[src/rtl/uart_fifo_rx.sv]
// UART receiver (start, WIDTH data bits LSB first, stop) writing valid bytes into a DEPTH-entry FIFO.
// Optional even-parity bit: define UART_RX_PARITY_EN.
module uart_fifo_rx #(
    parameter int WIDTH   = 8,
    parameter int DEPTH   = 16,
    parameter int DIVISOR = 86,
    parameter int LEVEL   = 2
) (
    input  logic             clk,
    input  logic             i_reset,
    input  logic             i_enable,
    input  logic             i_rx,
    input  logic             i_r_en,
    output logic [WIDTH-1:0] o_r_data,
    output logic             o_full,
    output logic             o_afull,
    output logic             o_empty,
    output logic             o_aempty,
    output logic             o_busy,
    output logic             o_frame_err,
    output logic             o_overflow,
    output logic             o_parity_err
);
    localparam int PTR_W = $clog2(DEPTH);
    localparam int CNT_W = PTR_W + 1;
    localparam int BC_W  = $clog2(DIVISOR);
    localparam int IDX_W = $clog2(WIDTH + 1);
    localparam logic [BC_W-1:0]  HALF_LOAD = BC_W'(DIVISOR / 2 - 1);
    localparam logic [BC_W-1:0]  FULL_LOAD = BC_W'(DIVISOR - 1);
    localparam logic [IDX_W-1:0] LAST_IDX  = IDX_W'(WIDTH - 1);

    typedef enum logic [2:0] {
        S_IDLE,
        S_START,
        S_DATA,
`ifdef UART_RX_PARITY_EN
        S_PARITY,
`endif
        S_STOP,
        S_WAIT_IDLE
    } state_t;

    logic [1:0]       sync_reg;
    logic             rx_prev_reg;
    logic             rxs;
    logic             rx_fall;
    state_t           state_reg, state_next;
    logic [BC_W-1:0]  bit_cnt_reg, bit_cnt_next;
    logic [IDX_W-1:0] bit_idx_reg, bit_idx_next;
    logic [WIDTH-1:0] shift_reg, shift_next;
    logic             wr_en, frame_err, overflow;
`ifdef UART_RX_PARITY_EN
    logic             parity_reg, parity_next;
    logic             parity_err;
`endif

    logic [WIDTH-1:0] mem [DEPTH];
    logic [PTR_W-1:0] wr_ptr_reg, rd_ptr_reg;
    logic [CNT_W-1:0] count_reg, count_next;
    logic [WIDTH-1:0] r_data_reg;
    logic             full_reg, afull_reg, empty_reg, aempty_reg;
    logic             rd_en;

    assign rxs     = sync_reg[1];
    assign rx_fall = rx_prev_reg & ~rxs;

    always_ff @(posedge clk) begin
        if (i_reset) begin
            sync_reg    <= 2'b11;
            rx_prev_reg <= 1'b1;
            state_reg   <= S_IDLE;
            bit_cnt_reg <= '0;
            bit_idx_reg <= '0;
            shift_reg   <= '0;
`ifdef UART_RX_PARITY_EN
            parity_reg  <= 1'b0;
`endif
        end else begin
            sync_reg    <= {sync_reg[0], i_rx};
            rx_prev_reg <= rxs;
            state_reg   <= state_next;
            bit_cnt_reg <= bit_cnt_next;
            bit_idx_reg <= bit_idx_next;
            shift_reg   <= shift_next;
`ifdef UART_RX_PARITY_EN
            parity_reg  <= parity_next;
`endif
        end
    end

    always_comb begin
        state_next   = state_reg;
        bit_cnt_next = bit_cnt_reg;
        bit_idx_next = bit_idx_reg;
        shift_next   = shift_reg;
        wr_en        = 1'b0;
        frame_err    = 1'b0;
        overflow     = 1'b0;
`ifdef UART_RX_PARITY_EN
        parity_next  = parity_reg;
        parity_err   = 1'b0;
`endif
        case (state_reg)
            S_IDLE: begin
                if (i_enable && rx_fall) begin
                    state_next   = S_START;
                    bit_cnt_next = HALF_LOAD;
                end
            end
            S_START: begin
                if (bit_cnt_reg == '0) begin
                    // A line that is high again at mid-start-bit was only a glitch
                    if (rxs) begin
                        state_next = S_IDLE;
                    end else begin
                        state_next   = S_DATA;
                        bit_cnt_next = FULL_LOAD;
                        bit_idx_next = '0;
                    end
                end else begin
                    bit_cnt_next = bit_cnt_reg - 1'b1;
                end
            end
            S_DATA: begin
                if (bit_cnt_reg == '0) begin
                    shift_next   = {rxs, shift_reg[WIDTH-1:1]};
                    bit_cnt_next = FULL_LOAD;
                    if (bit_idx_reg == LAST_IDX) begin
`ifdef UART_RX_PARITY_EN
                        state_next = S_PARITY;
`else
                        state_next = S_STOP;
`endif
                    end else begin
                        bit_idx_next = bit_idx_reg + 1'b1;
                    end
                end else begin
                    bit_cnt_next = bit_cnt_reg - 1'b1;
                end
            end
`ifdef UART_RX_PARITY_EN
            S_PARITY: begin
                if (bit_cnt_reg == '0) begin
                    parity_next  = rxs;
                    bit_cnt_next = FULL_LOAD;
                    state_next   = S_STOP;
                end else begin
                    bit_cnt_next = bit_cnt_reg - 1'b1;
                end
            end
`endif
            S_STOP: begin
                if (bit_cnt_reg == '0) begin
                    if (!rxs) begin
                        frame_err  = 1'b1;
                        state_next = S_WAIT_IDLE;
                    end else begin
                        // Return mid-stop-bit so the next start edge is never missed
                        state_next = S_IDLE;
`ifdef UART_RX_PARITY_EN
                        if (^{shift_reg, parity_reg}) parity_err = 1'b1;
                        else
`endif
                        if (full_reg) overflow = 1'b1;
                        else wr_en = 1'b1;
                    end
                end else begin
                    bit_cnt_next = bit_cnt_reg - 1'b1;
                end
            end
            S_WAIT_IDLE: begin
                if (rxs) state_next = S_IDLE;
            end
            default: state_next = S_IDLE;
        endcase
    end

    assign rd_en = i_r_en & ~empty_reg;

    always_comb begin
        count_next = count_reg;
        if (wr_en && !rd_en)      count_next = count_reg + 1'b1;
        else if (rd_en && !wr_en) count_next = count_reg - 1'b1;
    end

    always_ff @(posedge clk) begin
        if (wr_en) mem[wr_ptr_reg] <= shift_reg;
    end

    always_ff @(posedge clk) begin
        if (i_reset) begin
            wr_ptr_reg <= '0;
            rd_ptr_reg <= '0;
            count_reg  <= '0;
            r_data_reg <= '0;
            full_reg   <= 1'b0;
            afull_reg  <= 1'b0;
            empty_reg  <= 1'b1;
            aempty_reg <= 1'b1;
        end else begin
            if (wr_en) wr_ptr_reg <= wr_ptr_reg + 1'b1;
            if (rd_en) begin
                rd_ptr_reg <= rd_ptr_reg + 1'b1;
                r_data_reg <= mem[rd_ptr_reg];
            end
            count_reg  <= count_next;
            full_reg   <= (count_next == CNT_W'(DEPTH));
            afull_reg  <= (count_next >= CNT_W'(DEPTH - LEVEL));
            empty_reg  <= (count_next == '0);
            aempty_reg <= (count_next <= CNT_W'(LEVEL));
        end
    end

    assign o_r_data    = r_data_reg;
    assign o_full      = full_reg;
    assign o_afull     = afull_reg;
    assign o_empty     = empty_reg;
    assign o_aempty    = aempty_reg;
    assign o_busy      = (state_reg != S_IDLE);
    assign o_frame_err = frame_err & ~i_reset;
    assign o_overflow  = overflow & ~i_reset;
`ifdef UART_RX_PARITY_EN
    assign o_parity_err = parity_err & ~i_reset;
`else
    assign o_parity_err = 1'b0;
`endif
endmodule

[config.mk]
export PLATFORM = sky130hd
export DESIGN_NAME = uart_fifo_rx
export DESIGN_NICKNAME = d
export VERILOG_FILES = /design/src/rtl/uart_fifo_rx.sv
export SDC_FILE = /design/constraint.sdc
export NUM_CORES = 1
export LEC_CHECK = 0
export CAP_MARGIN = 15
export CORE_MARGIN = 2
export CORE_UTILIZATION = 55
export DETAILED_ROUTE_END_ITERATION = 7
export GPL_ROUTABILITY_DRIVEN = 0
export PLACE_DENSITY = 0.75
export SLEW_MARGIN = 20
export SYNTH_ARGS = -nofsm -noshare
export SYNTH_HDL_FRONTEND = slang
export SYNTH_SLANG_ARGS = --single-unit
export TNS_END_PERCENT = 5
[constraint.sdc]
create_clock -name clk -period 2.65 [get_ports clk]
set_input_delay 0.265 -clock clk [delete_from_list [all_inputs] [get_ports clk]]
set_output_delay 0.265 -clock clk [all_outputs]
set_load 0.01 [all_outputs]
==> flow_summary.toml <==
[worst_setup_path]
r2r-start = "bit_cnt_reg[0]"
r2r_cells = 8
worstSetupPathType = "reg -> out"
critical_path_arrival_ns = 2.31
r2r-end = "mem[15][0]"
rrSetupSlack_ns = 0.11
worst-path-max-fanout = 6
worstSetupEndpointType = "primary output"
startpoint_type = "flip-flop"
cp.required_ns = 2.38

[route]
routed_via_density = 6.06
drc = 0
drtAntennaViolNets = 0
routed-via-count = 4349
wl_per_cell_um = 20.8
wirelength_um = 14900
drt-pass1-iter-count = 5
drt-initial-drc-count = 402

[sta]
finalMaxSlewViolations = 0
rsz0062_at_grt = "no"
final.setup.tns_ns = 0
fin_crit_sh_pct = 97.4
hold_viol_final = 0
slew_headroom_pct = 49.9
fmax_ghz = 0.388
fin_worst_skew_ns = 0.0127
fin_crit_ns = 2.58
finalSetupViolations = 0
worst_pin_slew_ns = 0.750

[layout]
final_nets = 544
fill_cells = 905
num_antenna_cells = 0
drive_gt1_share_pct = 22.0
seq_area_um2 = 4850
area_growth_pct = 15.5
multiInputGateArea_um2 = 2380
final_util_pct = 64.6
largest_register_ffs = 128

[synthesis]
avgSynthCellArea_um2 = 14.9
synthCells = 492
yosys.area_share.adder_pct = 1.70
synth.yosys.seq_area_share_pct = 66.0
synthXorXnorAreaFrac_pct = 1.19
yosysMostFrequentCell = "edfxtp_1"
synth_common_cells = "edfxtp_1, dfxtp_1, nor2_1"
muxShareOfSynthArea_pct = 14.3
synth_compound_area_share_pct = 5.44
ys_ff_latch = 178
synth_top_family_by_area = "multiplexers"
synth_top_cell_area_share_pct = 52.3
synth_simple_gate_area_share_pct = 9.22
ys_types = 50
yosysTopAreaCell = "edfxtp_1"
synth_ff_type = "edfxtp_1"
syn_nets = 507
yosys_warnings = 0
synth_edf_count = 128
async_flop_share_pct = 0
syn-cell-area_um2 = 7340
synth_area_leaders = "edfxtp_1, dfxtp_1, mux4_2"

[floorplan]
io_pins = 21
core-area_um2 = 13100
start_util_pct = 55.9
rows = 42
die_h_um = 120
die_area_um2 = 14300
die_w_um = 120

[grt]
antenna_found_initial = 0
grt_max_degree = 36
met1_usage_pct = 27.7
grt_use_met3_pct = 5.56
grt_pass1_wl_um = 23100
busiest_layer = "met2"
grt_usage_pct = 22.0
grt.overflow.total = 0
use_met2_pct = 36.8
grt_pass1_vias = 4306

[clock_network]
cts_root_buf = "clkbuf_16"
post-cts-setup-buffers = 0
cts_max_level = 4
cts_buffer_depth = 2
clock-sinks = 178
insertion_delay_ns = 0.44
cts_made_buffers = 17
path_clk_slew_ns = 0.07
cts_tree = "done"

[flow_run]
maxCapViolCount = 0

[power]
p_leak_nw = 2.88
powerDensity_nw_per_um2 = 848
irDropWorstVdd_v = 0.000547

[min_path]
hold_path_end = "sync_reg[0]"
holdCritPathClass = "in -> reg"
hold_path.startpoint = "i_rx"
hold_depth = 2

[status]
outcome = "complete, no violations"

[placed_design]
numPortBuffers = 19
dp_hpwl_um = 9800
[routing by layer]
metal | wire length, um | vias to the layer above | share of wire (%)
li1 | - | 1957 | -
met1 | 6040 | 2187 | 40
met2 | 7560 | 181 | 51
met3 | 1040 | 24 | 7.0
met4 | 292 | 0 | 2.0
met5 | 0 | - | 0
[cell type report]
cell class	instances	share of cell area [%]
Clock inverter	15	2.08
Multi-Input combinational cell	275	28.0
Inverter	12	0.531
Sequential cell	178	57.1
Timing Repair Buffer	45	4.63
Tap cell	176	2.60
Clock buffer	17	5.01
[stage by stage]
stage	power, mW	hold WS (ns)	worst slack, ns	instance area [um^2]	std cells
6_report	7.19	0.398	0.0701	8480	718
5_1_grt	7.48	0.405	0.00997	8480	718
4_1_cts	7.23	0.395	0.0142	8480	718
3_5_place_dp	4.78	0.410	0.115	7880	686
3_3_place_gp	4.72	0.401	0.180	7880	686
2_1_floorplan	4.35	0.369	-0.0796	7360	492
[cells in the final DEF (no fill, tap or decap), types with 10 or more instances in the layout]
| cell | netlist | routed |
|---|---|---|
| o21ai_0 | 12 | 12 |
| dfxtp_1 | 50 | 48 |
| edfxtp_1 | 128 | 128 |
| mux4_2 | 40 | 40 |
| buf_4 | 1 | 25 |
| mux2i_1 | 13 | 13 |
| nand2_1 | 34 | 34 |
| clkbuf_16 | 0 | 17 |
| nor2_1 | 48 | 48 |
| clkdlybuf4s50_1 | 0 | 17 |
| inv_1 | 12 | 12 |
| a21oi_1 | 19 | 19 |
| ha_1 | 10 | 10 |
[how the worst max path moves through the flow]
| stage | start | to | slack (ns) | depth (start not counted) |
|---|---|---|---|---|
| detailed placement | bit_cnt_reg[0] | o_afull | 0.11 | 7 |
| global placement | bit_cnt_reg[0] | o_afull | 0.18 | 7 |
| floorplan | bit_cnt_reg[0] | mem[15][0] | -0.08 | 7 |
| global route | bit_cnt_reg[1] | o_frame_err | 0.01 | 6 |
| CTS | bit_cnt_reg[0] | o_overflow | 0.01 | 6 |
| finish | bit_cnt_reg[0] | o_frame_err | 0.07 | 6 |
[timing repair]
action	CTS	global route
gates cloned	0	0
pin swaps	0	0
gates resized for setup	6	3
endpoints found under the setup margin	2	2
hold buffers	0	0
[worst max-delay path: stages, from the launching register on]
cell and delay [ns]:
dfxtp_2 0.35, inv_1 0.08, ha_1 0.16, or4b_4 0.50, or3_4 0.41, nor2_1 0.13
clkdlybuf4s15_1 0.24
[power breakdown]
group | total, mW | internal, mW | switching, mW
registers | 3.21 | 3.07 | 0.140
clock network | 2.46 | 1.28 | 1.19
logic | 1.51 | 0.716 | 0.799
[logic make-up (layout without fill, tap and decap cells)]
| group | after synthesis | in the layout |
|---|---|---|
| simple gates | 137 | 137 |
| buf+inv | 39 | 89 |
| mux | 55 | 55 |
| other cells | 1 | 1 |
| xor+xnor | 10 | 10 |
| fa+ha+maj | 10 | 10 |
| flops | 178 | 178 |
| compound gates | 62 | 62 |
No activity file was read; power rests on OpenSTA's default activity.
